`src/rtl/alu_arbiter.sv`:
```
// Round-robin arbiter that shares one registered ALU among NUM_REQ requesters,
// keeping exactly one request in flight and returning its result to the owner.
module alu_arbiter #(
   parameter int unsigned NUM_REQ = 4
) (
   input  logic                   clock_in,
   input  logic                   reset_in,
   input  logic [NUM_REQ-1:0]     req_valid_in,
   input  logic [3*NUM_REQ-1:0]   req_opcode_in,
   input  logic [8*NUM_REQ-1:0]   req_operand1_in,
   input  logic [8*NUM_REQ-1:0]   req_operand2_in,
   output logic [NUM_REQ-1:0]     req_ready_out,
   output logic [NUM_REQ-1:0]     resp_valid_out,
   input  logic [NUM_REQ-1:0]     resp_ready_in,
   output logic [7:0]             resp_data_out,
   output logic                   resp_error_out,
   output logic                   alu_enable_out,
   output logic [2:0]             alu_opcode_out,
   output logic [7:0]             alu_input1_out,
   output logic [7:0]             alu_input2_out,
   input  logic [7:0]             alu_result_in
);

   localparam int unsigned IDX_W         = (NUM_REQ > 1) ? $clog2(NUM_REQ) : 1;
   localparam logic [2:0]  LAST_LEGAL_OP = 3'd4;

   typedef enum logic [1:0] {
      S_IDLE,
      S_ISSUE,
      S_WAIT,
      S_RESP
   } state_t;

   state_t             state;
   logic [IDX_W-1:0]   ptr;
   logic [IDX_W-1:0]   owner;
   logic [IDX_W-1:0]   win;
   logic [IDX_W-1:0]   hi_win;
   logic [IDX_W-1:0]   lo_win;
   logic [IDX_W-1:0]   next_ptr;
   logic               hi_any;
   logic               any_valid;
   logic [NUM_REQ-1:0] win_onehot;
   logic [NUM_REQ-1:0] owner_onehot;
   logic               owner_ready;
   logic [2:0]         win_opcode;
   logic [7:0]         win_op1;
   logic [7:0]         win_op2;

   // Round-robin pick: lowest valid index at or above ptr, else lowest valid overall
   always_comb begin
      hi_any    = 1'b0;
      any_valid = 1'b0;
      hi_win    = '0;
      lo_win    = '0;
      for (int i = NUM_REQ - 1; i >= 0; i--) begin
         if (req_valid_in[i]) begin
            any_valid = 1'b1;
            lo_win    = IDX_W'(i);
            if (IDX_W'(i) >= ptr) begin
               hi_any = 1'b1;
               hi_win = IDX_W'(i);
            end
         end
      end
      win      = hi_any ? hi_win : lo_win;
      next_ptr = (win == IDX_W'(NUM_REQ - 1)) ? '0 : win + IDX_W'(1);
   end

   // Winner payload mux and owner decode
   always_comb begin
      win_opcode   = '0;
      win_op1      = '0;
      win_op2      = '0;
      win_onehot   = '0;
      owner_onehot = '0;
      for (int k = 0; k < NUM_REQ; k++) begin
         if (win == IDX_W'(k)) begin
            win_opcode    = req_opcode_in[3*k +: 3];
            win_op1       = req_operand1_in[8*k +: 8];
            win_op2       = req_operand2_in[8*k +: 8];
            win_onehot[k] = any_valid;
         end
         owner_onehot[k] = (owner == IDX_W'(k));
      end
      owner_ready = |(resp_ready_in & owner_onehot);
   end

   // Grant strobe is combinational and only offered while idle
   assign req_ready_out = (state == S_IDLE && !reset_in) ? win_onehot : '0;

   // Request lifecycle: accept, issue to ALU, capture result, hand back to owner
   always_ff @(posedge clock_in) begin
      if (reset_in) begin
         state          <= S_IDLE;
         ptr            <= '0;
         owner          <= '0;
         alu_enable_out <= 1'b0;
         alu_opcode_out <= '0;
         alu_input1_out <= '0;
         alu_input2_out <= '0;
         resp_valid_out <= '0;
         resp_data_out  <= '0;
         resp_error_out <= 1'b0;
      end else begin
         case (state)
            S_IDLE: begin
               if (any_valid) begin
                  owner          <= win;
                  ptr            <= next_ptr;
                  alu_opcode_out <= win_opcode;
                  alu_input1_out <= win_op1;
                  alu_input2_out <= win_op2;
                  alu_enable_out <= (win_opcode <= LAST_LEGAL_OP);
                  state          <= S_ISSUE;
               end
            end
            S_ISSUE: begin
               alu_enable_out <= 1'b0;
               if (alu_opcode_out <= LAST_LEGAL_OP) begin
                  state <= S_WAIT;
               end else begin
                  resp_data_out  <= '0;
                  resp_error_out <= 1'b1;
                  resp_valid_out <= owner_onehot;
                  state          <= S_RESP;
               end
            end
            S_WAIT: begin
               resp_data_out  <= alu_result_in;
               resp_error_out <= 1'b0;
               resp_valid_out <= owner_onehot;
               state          <= S_RESP;
            end
            S_RESP: begin
               if (owner_ready) begin
                  resp_valid_out <= '0;
                  resp_data_out  <= '0;
                  resp_error_out <= 1'b0;
                  state          <= S_IDLE;
               end
            end
            default: state <= S_IDLE;
         endcase
      end
   end

endmodule
```
`config.mk`:
```
export PLATFORM = sky130hd
export DESIGN_NAME = alu_arbiter
export DESIGN_NICKNAME = d
export VERILOG_FILES = /design/src/rtl/alu_arbiter.sv
export SDC_FILE = /design/constraint.sdc
export NUM_CORES = 1
export LEC_CHECK = 0
export BUFFER_PORTS_ARGS = -buffer_cell sky130_fd_sc_hd__buf_2
export CAP_MARGIN = 40
export CORE_MARGIN = 2
export CORE_UTILIZATION = 42
export CTS_CLUSTER_SIZE = 12
export DETAILED_ROUTE_END_ITERATION = 16
export MAX_ROUTING_LAYER = met4
export PLACE_DENSITY = 0.77
export SETUP_SLACK_MARGIN = 0.05
export SLEW_MARGIN = 40
export SYNTH_ARGS = -nofsm -noshare
export SYNTH_HDL_FRONTEND = slang
export SYNTH_SLANG_ARGS = --single-unit
```
`constraint.sdc`:
```
create_clock -name clock_in -period 3.8 [get_ports clock_in]
set_input_delay 0.38 -clock clock_in [delete_from_list [all_inputs] [get_ports clock_in]]
set_output_delay 0.38 -clock clock_in [all_outputs]
set_load 0.1 [all_outputs]
```
==> impl_metrics.sql, run 1 <==
INSERT INTO impl_metrics (metric_group, metric, value, unit) VALUES
('run_status', 'status', 'complete, no violations', ''),
('flow_run', 'timing.max_cap.violations', '0', ''),
('critical_path', 'cp.required', '3.42', 'ns'),
('yosys', 'yosys_warnings', '0', ''),
('clocking', 'clock_input_transition_at_the_sequential_cells_of_the_worst_setup_and_hold_paths', '0.08', 'ns'),
('timing', 'finalHoldWorstSlack', '0.363', 'ns'),
('pwr', 'power-per-cell-area', '1010', 'nW/µm²'),
('drt', 'post_drt_via_cell_ratio', '5.41', ''),
('timing', 'final.setup_skew', '0.0137', 'ns'),
('floorplan', 'die-area', '5930', 'µm²'),
('global_routing', 'initial_antenna_violation_count', '0', ''),
('drt', 'route.final.wire_length', '6550', 'µm'),
('critical_path', 'cp_max_fo', '16', ''),
('placement', 'place_congestion', '0.833', ''),
('pwr', 'ir_worst_vdd', '567', 'µV'),
('yosys', 'synth_enable_flop_cells', '0', ''),
('critical_path', 'critical-path-max-stage-delay', '0.48', 'ns'),
('critical_path', 'cpLargestDelayFamily', 'simple AND/OR/NAND/NOR gates', ''),
('drt', 'first_iter_violations', '117', ''),
('yosys', 'number_of_synthesized_register_bits', '39', ''),
('clocking', 'cts_max_level', '2', ''),
('timing', 'maxClockFrequency', '329', 'MHz'),
('drt', 'detailed_router_iteration_count_before_antenna_repair', '4', ''),
('drt', 'route.antenna.remaining_nets', '0', ''),
('yosys', 'yosysSeqAreaShare', '0.349', ''),
('floorplan', 'top_level_ports', '131', ''),
('global_routing', 'globalRouteTotalUtil', '0.224', ''),
('pwr', 'clkPwrFrac', '0.090', ''),
('global_routing', 'pin_count_of_the_biggest_net_entering_global_routing', '37', ''),
('global_routing', 'globalRouteMet2Util', '0.373', ''),
('finish', 'fin_nets', '500', ''),
('timing', 'setup_repair_after_global_routing_missed_its_margin', 'no', ''),
('clocking', 'holdBufCountCts', '0', ''),
('yosys', 'ys_top_cells_by_count', 'sky130_fd_sc_hd__dfxtp_1, sky130_fd_sc_hd__a21oi_1, sky130_fd_sc_hd__inv_1', ''),
('critical_path', 'critPathBufInv', '2', ''),
('critical_path', 'setup.worst_path.class', 'reg2out', ''),
('critical_path', 'worstPathCellList', 'mux2i_1 > nor2_1 > or3_1 > inv_1 > ha_1 > and3_1 > buf_2', ''),
('pwr', 'p_comb_frac', '0.693', ''),
('yosys', 'distinct_cells_synth', '38', ''),
('floorplan', 'std_cell_rows', '26', ''),
('pwr', 'switching_portion_of_total_power', '0.601', ''),
('clocking', 'post_cts_resized', '0', ''),
('clocking', 'cts_inserted_buffers', '5', ''),
('clocking', 'clock_tree.root_cell', 'sky130_fd_sc_hd__clkbuf_8', ''),
('global_routing', 'grt_pass1_wl', '10600', 'µm'),
('pwr', 'seq_power_share', '0.217', ''),
('placement', 'detailed_place_hpwl', '4900', 'µm'),
('pwr', 'internal-power', '1.21', 'mW'),
('yosys', 'synth.largest_area_cell', 'sky130_fd_sc_hd__dfxtp_1', ''),
('clocking', 'clock_tree.buffer_depth', '2', ''),
('yosys', 'synth_async_sr_flop_share', '0', ''),
('timing', 'setup-tns-final', '0', 'ns'),
('timing', 'post_route_clock_period_utilization', '0.799', ''),
('drt', 'detailroute.via_count', '2533', ''),
('yosys', 'syn_avg_cell_area', '8.05', 'µm²'),
('timing', 'report.final.setup_viol', '0', ''),
('clocking', 'clock_latency', '0.29', 'ns'),
('pwr', 'static-leakage-power', '1.48', 'nW'),
('finish', 'finalCoreUtilization', '0.585', ''),
('finish', 'n_fill_cell', '516', ''),
('yosys', 'share_of_the_synthesized_area_in_the_top_cell_type', '0.349', ''),
('yosys', 'top_post_synthesis_cells_by_area', 'sky130_fd_sc_hd__dfxtp_1, sky130_fd_sc_hd__a221o_1, sky130_fd_sc_hd__a21oi_1', ''),
('global_routing', 'via_count_of_the_first_global_routing_pass', '2322', ''),
('critical_path', 'worst_reg2reg_setup_slack', '1.03', 'ns'),
('timing', 'finalHoldViolations', '0', ''),
('yosys', 'netlist_area', '2240', 'µm²'),
('yosys', 'synth_ff_type', 'sky130_fd_sc_hd__dfxtp_1', ''),
('finish', 'syn_to_final_growth', '34.3', '%'),
('placement', 'io_buffers', '130', ''),
('floorplan', 'die_h', '77.0', 'µm'),
('finish', 'antennaDiodeCount', '0', '');
-- routing by layer --
layer	part of all wire	vias up	wire length [µm]
met5	0	-	0
met4	0.018	0	119
met3	0.078	12	513
met2	0.47	118	3060
met1	0.44	1148	2860
li1	-	1255	-
-- registers in the layout, indices dropped and copies added, names as in the netlist --
| register | count |
|---|---|
| alu_input1_out | 8 |
| alu_input2_out | 8 |
| resp_data_out | 8 |
| resp_valid_out | 4 |
| alu_opcode_out | 3 |
| owner | 2 |
| ptr | 2 |
| state | 2 |
| alu_enable_out | 1 |
| resp_error_out | 1 |
-- layout by cell type (no fill, tap or decap), types with 2 or more instances in the layout --
| cell | Yosys | routed |
|---|---|---|
| sky130_fd_sc_hd__ha_1 | 9 | 9 |
| sky130_fd_sc_hd__o22ai_1 | 2 | 2 |
| sky130_fd_sc_hd__nor2b_1 | 4 | 4 |
| sky130_fd_sc_hd__buf_4 | 0 | 5 |
| sky130_fd_sc_hd__nand2_1 | 18 | 18 |
| sky130_fd_sc_hd__a21oi_1 | 34 | 34 |
| sky130_fd_sc_hd__inv_1 | 29 | 29 |
| sky130_fd_sc_hd__a211oi_1 | 4 | 4 |
| sky130_fd_sc_hd__mux2i_1 | 2 | 2 |
| sky130_fd_sc_hd__a221oi_1 | 17 | 17 |
| sky130_fd_sc_hd__nor3_1 | 17 | 17 |
| sky130_fd_sc_hd__and3_1 | 4 | 4 |
| sky130_fd_sc_hd__nor2_1 | 21 | 20 |
| sky130_fd_sc_hd__o21ai_0 | 3 | 3 |
| sky130_fd_sc_hd__nand3_1 | 11 | 11 |
| sky130_fd_sc_hd__a32o_1 | 4 | 4 |
| sky130_fd_sc_hd__dfxtp_1 | 39 | 39 |
| sky130_fd_sc_hd__a221o_1 | 18 | 18 |
| sky130_fd_sc_hd__buf_2 | 3 | 130 |
| sky130_fd_sc_hd__o21a_1 | 2 | 2 |
| sky130_fd_sc_hd__clkbuf_8 | 0 | 5 |
-- final cells by class --
cell class	instances	area, µm²	area share
Tap cell	70	87.6	0.0291
Clock buffer	6	72.6	0.0241
Timing Repair Buffer	135	688	0.229
Clock inverter	2	12.5	0.00416
Multi-Input combinational cell	187	1260	0.418
Inverter	29	109	0.0362
Sequential cell	39	781	0.260
-- power by group through the flow --
stage               combinational, mW  sequential (mW)  clock (mW)
floorplan                       0.905             1.50           0
global placement                 2.07            0.662           0
detailed placement               2.10            0.664           0
CTS                              2.11            0.657       0.284
global route                     2.24            0.679       0.305
finish                           2.10            0.657       0.274
-- final timing paths --
check	startpoint	end	cells after the start
worst min-delay path	alu_result_in[0]	resp_data_out[0]	3
worst min register to register	resp_data_out[2]	resp_data_out[2]	2
worst max register to register	ptr[1]	alu_input2_out[0]	10
worst max-delay path	ptr[1]	req_ready_out[3]	7
-- logic make-up (layout without fill, tap and decap cells) --
logic type	after synthesis	in the layout	synth area share
AOI/OAI and AO/OA	92	92	0.307
DFF	39	39	0.349
muxes	3	3	0.0190
adders and majority gates	9	9	0.0503
and+or+nand+nor	83	83	0.183
buffers and inverters	52	172	0.0922
-- metrics by stage --
stage / setup WS [ns] / cell area (µm²) / power (mW) / instances
2_1_floorplan: 0.604 / 2240 / 2.41 / 278
5_1_grt: 0.585 / 3010 / 3.23 / 468
4_1_cts: 0.754 / 3010 / 3.05 / 468
6_report: 0.764 / 3010 / 3.04 / 468
3_3_place_gp: 1.11 / 2920 / 2.73 / 460
3_5_place_dp: 1.04 / 2920 / 2.77 / 460
-- worst min-delay path, cell delays in order --
cell and delay (ns):
sky130_fd_sc_hd__buf_2 0.10, sky130_fd_sc_hd__nand3_1 0.07, sky130_fd_sc_hd__a21oi_1 0.06
No activity file was read; power rests on OpenSTA's default activity.
==> inputs of run 2 (changes only) <==
- ABC_AREA: default -> 1
- PLACE_DENSITY: 0.77 -> 0.76
- clock period: 3.8 -> 3.1 ns (I/O delays scaled with it)
==> impl_metrics.sql, run 2 <==
INSERT INTO impl_metrics (metric_group, metric, value, unit) VALUES
('timing', 'report.final.slew_viol_count', '0', ''),
('clocking', 'clock_tree.root_cell', 'sky130_fd_sc_hd__clkbuf_8', ''),
('placement', 'io_buffers', '130', ''),
('timing', 'report.final.setup_viol', '0', ''),
('floorplan', 'die_h', '79.5', 'µm'),
('floorplan', 'std_cell_rows', '27', ''),
('drt', 'route.antenna.remaining_nets', '0', ''),
('clocking', 'sink_count_of_the_clock_tree', '39', ''),
('yosys', 'synth_async_sr_flop_share', '0', ''),
('timing', 'setup_repair_after_global_routing_missed_its_margin', 'no', ''),
('floorplan', 'core_region_area', '5510', 'µm²'),
('finish', 'largest_registers', 'alu_input1_out (8), alu_input2_out (8), resp_data_out (8)', ''),
('placement', 'detailed_place_hpwl', '5400', 'µm'),
('yosys', 'syn_avg_cell_area', '6.45', 'µm²'),
('critical_path', 'crit_slowest_cell', 'sky130_fd_sc_hd__o21ai_0', ''),
('global_routing', 'overall_overflow_remaining_after_global_route', '0', ''),
('finish', 'fin_nets', '597', ''),
('yosys', 'distinct_cells_synth', '26', ''),
('critical_path', 'critical-path-max-stage-delay', '0.41', 'ns'),
('critical_path', 'critical_path.endpoint_type', 'output port', ''),
('critical_path', 'worst_reg2reg_setup_slack', '0.71', 'ns'),
('drt', 'route.final.wire_length', '7380', 'µm'),
('yosys', 'ys_top_cells_by_count', 'sky130_fd_sc_hd__nand2_1, sky130_fd_sc_hd__a21oi_1, sky130_fd_sc_hd__dfxtp_1', ''),
('critical_path', 'worstPathCellList', 'nand2_1 > nand2_1 > nand2_1 > o21ai_0 > inv_1 > ha_1 > inv_1 > buf_4 > nor3_2 > buf_12', ''),
('yosys', 'synthCells', '371', ''),
('timing', 'worst_slew_pin_slew', '0.507', 'ns'),
('floorplan', 'die-area', '6320', 'µm²'),
('timing', 'maxClockFrequency', '387', 'MHz'),
('clocking', 'cts_max_level', '2', ''),
('global_routing', 'via_count_of_the_first_global_routing_pass', '2626', ''),
('finish', 'final_cells', '567', ''),
('floorplan', 'top_level_ports', '131', ''),
('critical_path', 'cp_max_fo', '19', ''),
('global_routing', 'initial_antenna_violation_count', '0', ''),
('finish', 'syn_to_final_growth', '35.7', '%'),
('clocking', 'post_cts_resized', '0', ''),
('drt', 'post_drt_via_cell_ratio', '5.10', ''),
('timing', 'setup-tns-final', '0', 'ns'),
('yosys', 'yosys.cell_count.top_type', 'sky130_fd_sc_hd__nand2_1', ''),
('floorplan', 'initial_utilization', '0.435', ''),
('placement', 'placedCellCount', '559', ''),
('yosys', 'synth_ff_type', 'sky130_fd_sc_hd__dfxtp_1', ''),
('drt', 'route.detailed.drc', '0', ''),
('timing', 'finalHoldViolations', '0', ''),
('critical_path', 'crit_path_frequent_cell', 'sky130_fd_sc_hd__nand2_1', ''),
('drt', 'detailed_router_iteration_count_before_antenna_repair', '6', ''),
('yosys', 'top_post_synthesis_cells_by_area', 'sky130_fd_sc_hd__dfxtp_1, sky130_fd_sc_hd__nand2_1, sky130_fd_sc_hd__a21oi_1', ''),
('yosys', 'syn-num-nets', '474', ''),
('finish', 'drive_gt1_frac', '0.317', ''),
('clocking', 'clock_latency', '0.29', 'ns'),
('global_routing', 'pin_count_of_the_biggest_net_entering_global_routing', '30', ''),
('yosys', 'netlist_area', '2390', 'µm²'),
('hold_path', 'min_delay_worst_endpoint', 'alu_input1_out[0]', ''),
('yosys', 'number_of_synthesized_register_bits', '39', ''),
('global_routing', 'grt_pass1_wl', '11800', 'µm'),
('critical_path', 'setup.worst_path.class', 'reg2out', ''),
('placement', 'place_congestion', '0.881', ''),
('global_routing', 'globalRouteTotalUtil', '0.244', ''),
('yosys', 'share_of_the_synthesized_area_in_the_top_cell_type', '0.326', ''),
('drt', 'detailroute.via_count', '2894', ''),
('clocking', 'tritoncts', 'done', ''),
('critical_path', 'startpoint_type', 'flip-flop', ''),
('critical_path', 'cp.required', '2.79', 'ns'),
('timing', 'maxSlewHeadroom', '0.665', ''),
('hold_path', 'hp-start', 'req_operand1_in[24]', ''),
('yosys', 'synth_enable_flop_cells', '0', ''),
('flow_run', 'timing.max_cap.violations', '0', ''),
('critical_path', 'cpLargestDelayFamily', 'buffers and inverters', ''),
('critical_path', 'r2r_end', 'alu_opcode_out[1]', ''),
('placement', 'placed_area', '3120', 'µm²'),
('yosys', 'yosysSeqAreaShare', '0.326', ''),
('yosys', 'yosys_warnings', '0', ''),
('finish', 'antennaDiodeCount', '0', ''),
('finish', 'layout.cells.most_common_list', 'sky130_fd_sc_hd__buf_2, sky130_fd_sc_hd__nand2_1, sky130_fd_sc_hd__a21oi_1', ''),
('critical_path', 'critPathArrivalTime', '2.27', 'ns'),
('hold_path', 'hold_path_class', 'in2reg', ''),
('floorplan', 'floorplan.die.width', '79.5', 'µm'),
('critical_path', 'timing.rr.start', 'ptr[1]', ''),
('yosys', 'synth.largest_area_cell', 'sky130_fd_sc_hd__dfxtp_1', ''),
('clocking', 'cts_inserted_buffers', '5', ''),
('clocking', 'holdBufCountCts', '0', ''),
('drt', 'first_iter_violations', '183', ''),
('critical_path', 'worstRegToRegCells', '13', ''),
('clocking', 'clock_tree.buffer_depth', '2', ''),
('finish', 'final_design_area_no_fill', '3250', 'µm²'),
('timing', 'final.setup_skew', '0.00486', 'ns'),
('clocking', 'clock_input_transition_at_the_sequential_cells_of_the_worst_setup_and_hold_paths', '0.08', 'ns'),
('clocking', 'post-cts-setup-buffer-count', '0', ''),
('drt', 'wire_per_inst', '13.0', 'µm'),
('critical_path', 'critPathBufInv', '4', ''),
('timing', 'post_route_clock_period_utilization', '0.833', ''),
('run_status', 'status', 'complete, no violations', ''),
('timing', 'final.min_clock_period', '2.58', 'ns'),
('hold_path', 'hold_depth', '3', ''),
('finish', 'layout_commonest_cell', 'sky130_fd_sc_hd__buf_2', '');
## run 2: changes by cell type after synthesis, sizes merged, moves of 16 or more
cell,before,now
o21ai,4,25
a21oi,34,65
o211ai,0,17
a221o,18,0
nand2,18,102
nor2,22,38
a221oi,17,0
## run 2: stage by stage
stage	hold slack [ns]	worst slack, ns	utilization
floorplan	0.490	0.231	-
global placement	0.450	0.865	0.566
detailed placement	0.453	0.725	0.566
CTS	0.298	0.517	0.590
global route	0.293	0.288	0.590
finish	0.308	0.519	0.590
## run 2: layout make-up
type	count	area [µm²]
Clock buffer	6	72.6
Clock inverter	2	60.1
Fill cell	544	2260
Inverter	29	109
Multi-Input combinational cell	282	1410
Sequential cell	39	781
Tap cell	72	90.1
Timing Repair Buffer	137	733
## run 2: metal layers
metal  routed length (µm)  share of wire  vias up  global-route usage
met5                    0              0        -                   -
met4                  127          0.017        0              0.0828
met3                  622          0.084       14              0.0633
met2                 3550           0.48      126               0.403
met1                 3070           0.42     1283               0.288
li1                     -              -     1471                   -
## run 2: tightest hold or removal path: stages
cell	delay, ns
sky130_fd_sc_hd__buf_2	0.08
sky130_fd_sc_hd__a21oi_1	0.05
sky130_fd_sc_hd__a21oi_1	0.12
## run 2: kinds of logic after synthesis
logic type      synth area share
fa+ha+maj                 0.0470
simple gates               0.284
compound gates             0.248
buf+inv                   0.0956
flops                      0.326
## run 2: how the worst max path moves through the flow
stage,startpoint,cells past startpoint,slack [ns],endpoint
floorplan,ptr[1],8,0.23,req_ready_out[1]
global placement,req_valid_in[2],13,0.87,alu_opcode_out[1]
detailed placement,req_valid_in[2],13,0.72,alu_opcode_out[1]
CTS,ptr[1],10,0.52,req_ready_out[2]
global route,ptr[1],10,0.29,req_ready_out[2]
finish,ptr[1],10,0.52,req_ready_out[2]
Power of run 2 is not shown: default switching activity piles up to over one toggle a cycle in this logic, so the estimate is an artifact.
